$ cat config.mk
export PLATFORM = sky130hd
export DESIGN_NAME = demux1x2_stage_flat
export DESIGN_NICKNAME = d
export VERILOG_FILES = /design/src/rtl/demux_pkg.sv /design/src/rtl/demux1x2_stage_if.sv /design/src/rtl/demux_slot.sv /design/src/rtl/demux1x2_stage.sv /design/src/flat_wrapper.sv
export SDC_FILE = /design/constraint.sdc
export NUM_CORES = 1
export LEC_CHECK = 0
export ABC_AREA = 1
export CORE_MARGIN = 10
export CORE_UTILIZATION = 39
export DETAILED_ROUTE_END_ITERATION = 6
export GPL_ROUTABILITY_DRIVEN = 0
export PLACE_DENSITY = 0.75
export SLEW_MARGIN = 20
export SYNTH_ARGS = -nofsm -noshare
export SYNTH_HDL_FRONTEND = slang
export SYNTH_SLANG_ARGS = --single-unit
$ cat constraint.sdc
create_clock -name clk -period 1.9 [get_ports clk]
set_input_delay 0.38 -clock clk [delete_from_list [all_inputs] [get_ports clk]]
set_output_delay 0.38 -clock clk [all_outputs]
set_load 0.01 [all_outputs]
$ cat src/rtl/demux_pkg.sv
// Shared types and widths for the 1-to-2 steering demultiplexer.
// Used by demux_slot, demux1x2_stage and their interface.
package demux_pkg;

  localparam int DATA_W = 32;
  localparam int CNT_W  = 16;

  typedef enum logic {
    EMPTY = 1'b0,
    FULL  = 1'b1
  } slot_state_t;

endpackage

$ cat src/rtl/demux1x2_stage_if.sv
// Handshake bundle for demux1x2_stage: one input stream, two output channels.
// Optional per-channel handshake counters appear when DEMUX_STATS_EN is defined.
interface demux1x2_stage_if #(
  parameter int WIDTH = demux_pkg::DATA_W
);

  logic [WIDTH-1:0] in_data;
  logic             in_sel;
  logic             in_valid;
  logic             in_ready;

  logic [WIDTH-1:0] out0_data;
  logic             out0_valid;
  logic             out0_ready;

  logic [WIDTH-1:0] out1_data;
  logic             out1_valid;
  logic             out1_ready;

`ifdef DEMUX_STATS_EN
  logic [demux_pkg::CNT_W-1:0] out0_count;
  logic [demux_pkg::CNT_W-1:0] out1_count;
`endif

  // Producer/consumer side: drives the input stream and both consumer readies.
  modport master (
    output in_data, in_sel, in_valid, out0_ready, out1_ready,
    input  in_ready, out0_data, out0_valid, out1_data, out1_valid
`ifdef DEMUX_STATS_EN
    , input out0_count, out1_count
`endif
  );

  // Demultiplexer side.
  modport slave (
    input  in_data, in_sel, in_valid, out0_ready, out1_ready,
    output in_ready, out0_data, out0_valid, out1_data, out1_valid
`ifdef DEMUX_STATS_EN
    , output out0_count, out1_count
`endif
  );

endinterface

$ cat src/rtl/demux_slot.sv
// One-entry registered output slot (EMPTY/FULL) for a single demux channel,
// with an optional wrapping handshake counter when DEMUX_STATS_EN is defined.
module demux_slot
  import demux_pkg::*;
#(
  parameter int WIDTH = DATA_W
) (
  input  logic             clk,
  input  logic             rst,
  input  logic             load,
  input  logic [WIDTH-1:0] load_data,
  input  logic             ready,
  output logic             valid,
  output logic [WIDTH-1:0] data
`ifdef DEMUX_STATS_EN
  , output logic [CNT_W-1:0] count
`endif
);

  slot_state_t      state_q;
  slot_state_t      state_d;
  logic             drain;
  logic [WIDTH-1:0] data_q;

  // NOTE: sequential state uses <= so every flop samples pre-edge values.
  always_ff @(posedge clk or posedge rst) begin
    if (rst) state_q <= EMPTY;
    else     state_q <= state_d;
  end

  // NOTE: state_d gets a default first so no path leaves it unassigned (no latch).
  always_comb begin
    state_d = state_q;
    unique case (state_q)
      EMPTY:   if (load) state_d = FULL;
      FULL:    if (drain && !load) state_d = EMPTY;
      default: state_d = EMPTY;
    endcase
  end

  always_comb begin
    valid = (state_q == FULL);
    drain = valid && ready;
    data  = data_q;
  end

  // NOTE: the payload register is reset because a cleared output is observable after rst.
  always_ff @(posedge clk or posedge rst) begin
    if (rst)       data_q <= '0;
    else if (load) data_q <= load_data;
  end

`ifdef DEMUX_STATS_EN
  logic [CNT_W-1:0] count_q;

  // Natural modulo-2^CNT_W wrap.
  always_ff @(posedge clk or posedge rst) begin
    if (rst)        count_q <= '0;
    else if (drain) count_q <= count_q + CNT_W'(1);
  end

  assign count = count_q;
`endif

endmodule

$ cat src/rtl/demux1x2_stage.sv
// Registered 1-to-2 valid/ready demultiplexer: steers each accepted beat into
// channel slot in_sel. Optional counters enabled by defining DEMUX_STATS_EN.
module demux1x2_stage
  import demux_pkg::*;
#(
  parameter int WIDTH = DATA_W
) (
  input logic              clk,
  input logic              rst,
  demux1x2_stage_if.slave  bus
);

  logic accept;
  logic load0;
  logic load1;

  // Only the addressed channel gates acceptance; a stalled sibling never blocks it.
  always_comb begin
    bus.in_ready = bus.in_sel ? (!bus.out1_valid || bus.out1_ready)
                              : (!bus.out0_valid || bus.out0_ready);
    accept       = bus.in_valid && bus.in_ready;
    load0        = accept && !bus.in_sel;
    load1        = accept &&  bus.in_sel;
  end

  demux_slot #(.WIDTH(WIDTH)) u_slot0 (
    .clk       (clk),
    .rst       (rst),
    .load      (load0),
    .load_data (bus.in_data),
    .ready     (bus.out0_ready),
    .valid     (bus.out0_valid),
    .data      (bus.out0_data)
`ifdef DEMUX_STATS_EN
    , .count   (bus.out0_count)
`endif
  );

  demux_slot #(.WIDTH(WIDTH)) u_slot1 (
    .clk       (clk),
    .rst       (rst),
    .load      (load1),
    .load_data (bus.in_data),
    .ready     (bus.out1_ready),
    .valid     (bus.out1_valid),
    .data      (bus.out1_data)
`ifdef DEMUX_STATS_EN
    , .count   (bus.out1_count)
`endif
  );

endmodule

$ cat src/flat_wrapper.sv
// flat-port wrapper written by rule: the top's interface ports become plain ports
module demux1x2_stage_flat import demux_pkg::*;
#(
  parameter int WIDTH = DATA_W
)
  (clk, rst, bus_in_data, bus_in_sel, bus_in_valid, bus_out0_ready, bus_out1_ready, bus_in_ready, bus_out0_data, bus_out0_valid, bus_out1_data, bus_out1_valid);
  demux1x2_stage_if #(.WIDTH(WIDTH)) bus_i ();
  input logic clk;
  input logic rst;
  input wire logic [$bits(bus_i.in_data)-1:0] bus_in_data;
  input wire logic [$bits(bus_i.in_sel)-1:0] bus_in_sel;
  input wire logic [$bits(bus_i.in_valid)-1:0] bus_in_valid;
  input wire logic [$bits(bus_i.out0_ready)-1:0] bus_out0_ready;
  input wire logic [$bits(bus_i.out1_ready)-1:0] bus_out1_ready;
  output wire logic [$bits(bus_i.in_ready)-1:0] bus_in_ready;
  output wire logic [$bits(bus_i.out0_data)-1:0] bus_out0_data;
  output wire logic [$bits(bus_i.out0_valid)-1:0] bus_out0_valid;
  output wire logic [$bits(bus_i.out1_data)-1:0] bus_out1_data;
  output wire logic [$bits(bus_i.out1_valid)-1:0] bus_out1_valid;
  assign bus_i.in_data = bus_in_data;
  assign bus_i.in_sel = bus_in_sel;
  assign bus_i.in_valid = bus_in_valid;
  assign bus_i.out0_ready = bus_out0_ready;
  assign bus_i.out1_ready = bus_out1_ready;
  assign bus_in_ready = bus_i.in_ready;
  assign bus_out0_data = bus_i.out0_data;
  assign bus_out0_valid = bus_i.out0_valid;
  assign bus_out1_data = bus_i.out1_data;
  assign bus_out1_valid = bus_i.out1_valid;
  demux1x2_stage #(.WIDTH(WIDTH)) u_core (.clk(clk), .rst(rst), .bus(bus_i));
endmodule
==> metrics.md <==
| Metric | Value |
|---|---|
| Synthesized netlist cell count | 297 |
| Worst hold path class | reg2reg |
| Most used routing layer in global routing | met2 |
| Power per Cell Area | 1010 nW/um2 |
| Seq/Total Area, Yosys | 0.601 |
| Min setup slack post-route | 175 ps |
| Die outline height | 104 um |
| Worst-margin pin slew | 418 ps |
| Cell Area, Placed | 3850 um2 |
| Endpoint class of the critical path | output pin |
| CTS buffer count | 9 |
| Kind of critical path | in2out |
| Storage cell area | 1650 um2 |
| Number of cells on the critical path | 6 |
| Remaining global-route overflow | 0 |
| Crit-path max FO | 2 |
| Setup repair after global routing missed its margin | false |
| I/O pin total | 105 |
| Most frequent cell on the critical path | sky130_fd_sc_hd__nand2_1 |
| Placement Setup Slack | -112 ps |
| Maximum frequency from static timing analysis | 580 MHz |
| Clock transition at the register clock pins on the worst setup and hold paths after CTS | 70 ps |
| Depth of the CTS H-tree | 3 |
| Wire length per cell after detailed routing | 17.7 um |
| Number of buffers inserted to repair setup after CTS | 0 |
| DPL Wire Length | 5.88 mm |
| Start point of the worst hold path | u_core.u_slot1.data[1] |
| Per-instance average area after synthesis | 9.25 um2 |
| Maximum clock path buffer count | 2 |
| Core Rows | 30 |
| Number of placed instances with taps included | 481 |
| Clock tree root buffer cell | sky130_fd_sc_hd__clkbuf_8 |
| Startpoint kind of the worst setup timing path | primary input |
| Overall die area | 10,800 um2 |
| Beginning of the critical path | bus_out0_ready |
| Remaining antenna violation count | 0 |
| DRC violations left | 0 |
| Worst slew margin relative to its limit | 0.721 |
| Post-Syn Nets | 335 |
| Slowest stage cell on the critical path | sky130_fd_sc_hd__clkdlybuf4s50_1 |
| Design Power | 4100 uW |
| Number of register bits inferred by synthesis | 66 |
| Number of warnings printed during yosys synthesis | 0 |
| Final layout net count | 434 |
| Wire length after detailed routing | 8.80 mm |
| GRT Overall Usage | 0.159 |
| Via count normalized by instance count | 5.14 |
| Run status | finished clean |
| Final hold viol count | 0 |
| Post-CTS Hold Buffers | 0 |
| Post-route core utilization | 0.596 |
| Cell-by-cell listing of the critical path | clkdlybuf4s50_1, inv_1, nand2_1, nand2_1, nand2_1, dlygate4sd2_1 |
| Share of the cycle needed by the critical path after routing | 0.908 |
| Filler Cell Count | 598 |
| Post-route design area | 4070 um2 |
| Number of antenna violations at the first check in global routing | 0 |
| Clock Sinks | 66 |
| Max-capacitance violation count | 0 |
| Worst path top cell family by delay | buffers and inverters |
| Delay of the slowest cell on the worst path | 450 ps |
| Minimum clock period after layout | 1730 ps |
| Iter 0 DRT Violations | 128 |
| Vias | 2,553 |
| Met1 capacity usage during global routing | 0.195 |
| Non-filler instance count after layout | 497 |
| Initial standard-cell utilization of the core | 0.402 |
| Top library cells by usage in the layout, fill and taps aside | sky130_fd_sc_hd__nand2_1 (135), sky130_fd_sc_hd__clkdlybuf4s50_1 (102), sky130_fd_sc_hd__dfrtp_1 (66), sky130_fd_sc_hd__nand4_1 (64), sky130_fd_sc_hd__clkbuf_8 (10) |
| Port Buf Inserts | 104 |
| First drt pass iteration count | 4 |
| Number of cell instances on the worst register-to-register path | 6 |
| Pin count of the biggest net entering global routing | 67 |
| Final worst clock skew | 6.25 ps |
| FF-to-FF Start | u_core.u_slot0.valid |
| Share of cells above drive strength 1 | 0.0748 |
| Global routing met3 resource utilization | 0.0496 |
| # diodes | 0 |
| Buffer and inverter count on the worst path | 3 |
| GRT met2 Usage | 0.250 |
| Core Area | 6830 um2 |
| Data arrival at the endpoint of the critical path | 1350 ps |
| Number of unique standard cell types used by synthesis | 8 |
| Post-cts resize count | 1 |
| Number of pins with negative max-slew slack in the final report | 0 |
| Total area of multi-input combinational cells | 927 um2 |
| First-pass GRT wire length | 13.9 mm |
| Die width | 104 um |
| Area growth from synthesis to layout | 48.2% |
| Clock tree from TritonCTS | built |
| Clock network latency to the later pin of the worst-skew pair | 340 ps |
| Hold Path Stages | 2 |
| Setup-failing EPs final | 0 |
| Maximum ir drop on the vdd rail | 0.516 mV |
| Most common cell after layout, fill and taps aside | sky130_fd_sc_hd__nand2_1 |
| Post-synthesis cell area | 2750 um2 |
| Required time reported for the critical path endpoint | 1520 ps |
| Via count of the first global-routing pass | 2,526 |
| Leakage | 0.00196 uW |
final cells by class:
class,instances,area share
Sequential cell,66,0.406
Timing Repair Buffer,114,0.279
Multi-Input combinational cell,201,0.228
Clock buffer,11,0.0347
Tap cell,96,0.0295
Clock inverter,5,0.0191
Inverter,4,0.00461
cell families after synthesis:
| family | Yosys count | share of synthesized area |
|---|---|---|
| DFF | 66 | 0.601 |
| and+or+nand+nor | 201 | 0.338 |
| buffers and inverters | 30 | 0.0610 |
path summary, 6_finish.rpt:
kind,end,slack [ps]
worst max-delay path,bus_in_ready,170
max in group asynchronous,u_core.u_slot0.data[16],1120
worst min register to register,u_core.u_slot1.data[1],470
worst min-delay path,u_core.u_slot1.data[1],470
worst max register to register,u_core.u_slot0.data[23],460
min in group asynchronous,u_core.u_slot1.data[27],480
worst register-to-register path, stage by stage (launching register included):
cell and delay [ps]:
sky130_fd_sc_hd__dfrtp_1 380, sky130_fd_sc_hd__nand2_1 90, sky130_fd_sc_hd__buf_4 360, sky130_fd_sc_hd__nand3_2 140, sky130_fd_sc_hd__buf_4 230, sky130_fd_sc_hd__nand2_1 80
sky130_fd_sc_hd__nand2_1 50
through the flow:
step	hold slack, ps	TNS [ps]
2_1_floorplan	507	0
3_3_place_gp	454	-124
3_5_place_dp	457	-547
4_1_cts	476	0
5_1_grt	493	0
6_report	473	0
sequential cells by signal (all words and copies together), names as in the netlist:
register,cells
u_core.u_slot0.data,32
u_core.u_slot1.data,32
u_core.u_slot0.valid,1
u_core.u_slot1.valid,1
cell usage after synthesis:
library cell,count,area (um2)
sky130_fd_sc_hd__nand3_2,2,20.0
sky130_fd_sc_hd__buf_2,17,85.1
sky130_fd_sc_hd__inv_2,1,3.75
sky130_fd_sc_hd__inv_1,3,11.3
sky130_fd_sc_hd__nand4_1,64,400
sky130_fd_sc_hd__buf_4,9,67.6
sky130_fd_sc_hd__nand2_1,135,507
sky130_fd_sc_hd__dfrtp_1,66,1650
layer usage:
layer  share of wire  vias up  wire length, um
met1            0.42     1239             3690
met3           0.071       12              628
met2            0.49       98             4320
li1                -     1204                -
met5               0        -                0
met4           0.018        0              161
power breakdown:
| group | internal (uW) | switching (uW) | total, uW | leakage (uW) |
|---|---|---|---|---|
| clock network | 771 | 531 | 1300 | 0.000109 |
| logic | 557 | 497 | 1050 | 0.00104 |
| registers | 1630 | 125 | 1750 | 0.000818 |
Power figures use the tool's default switching activity.
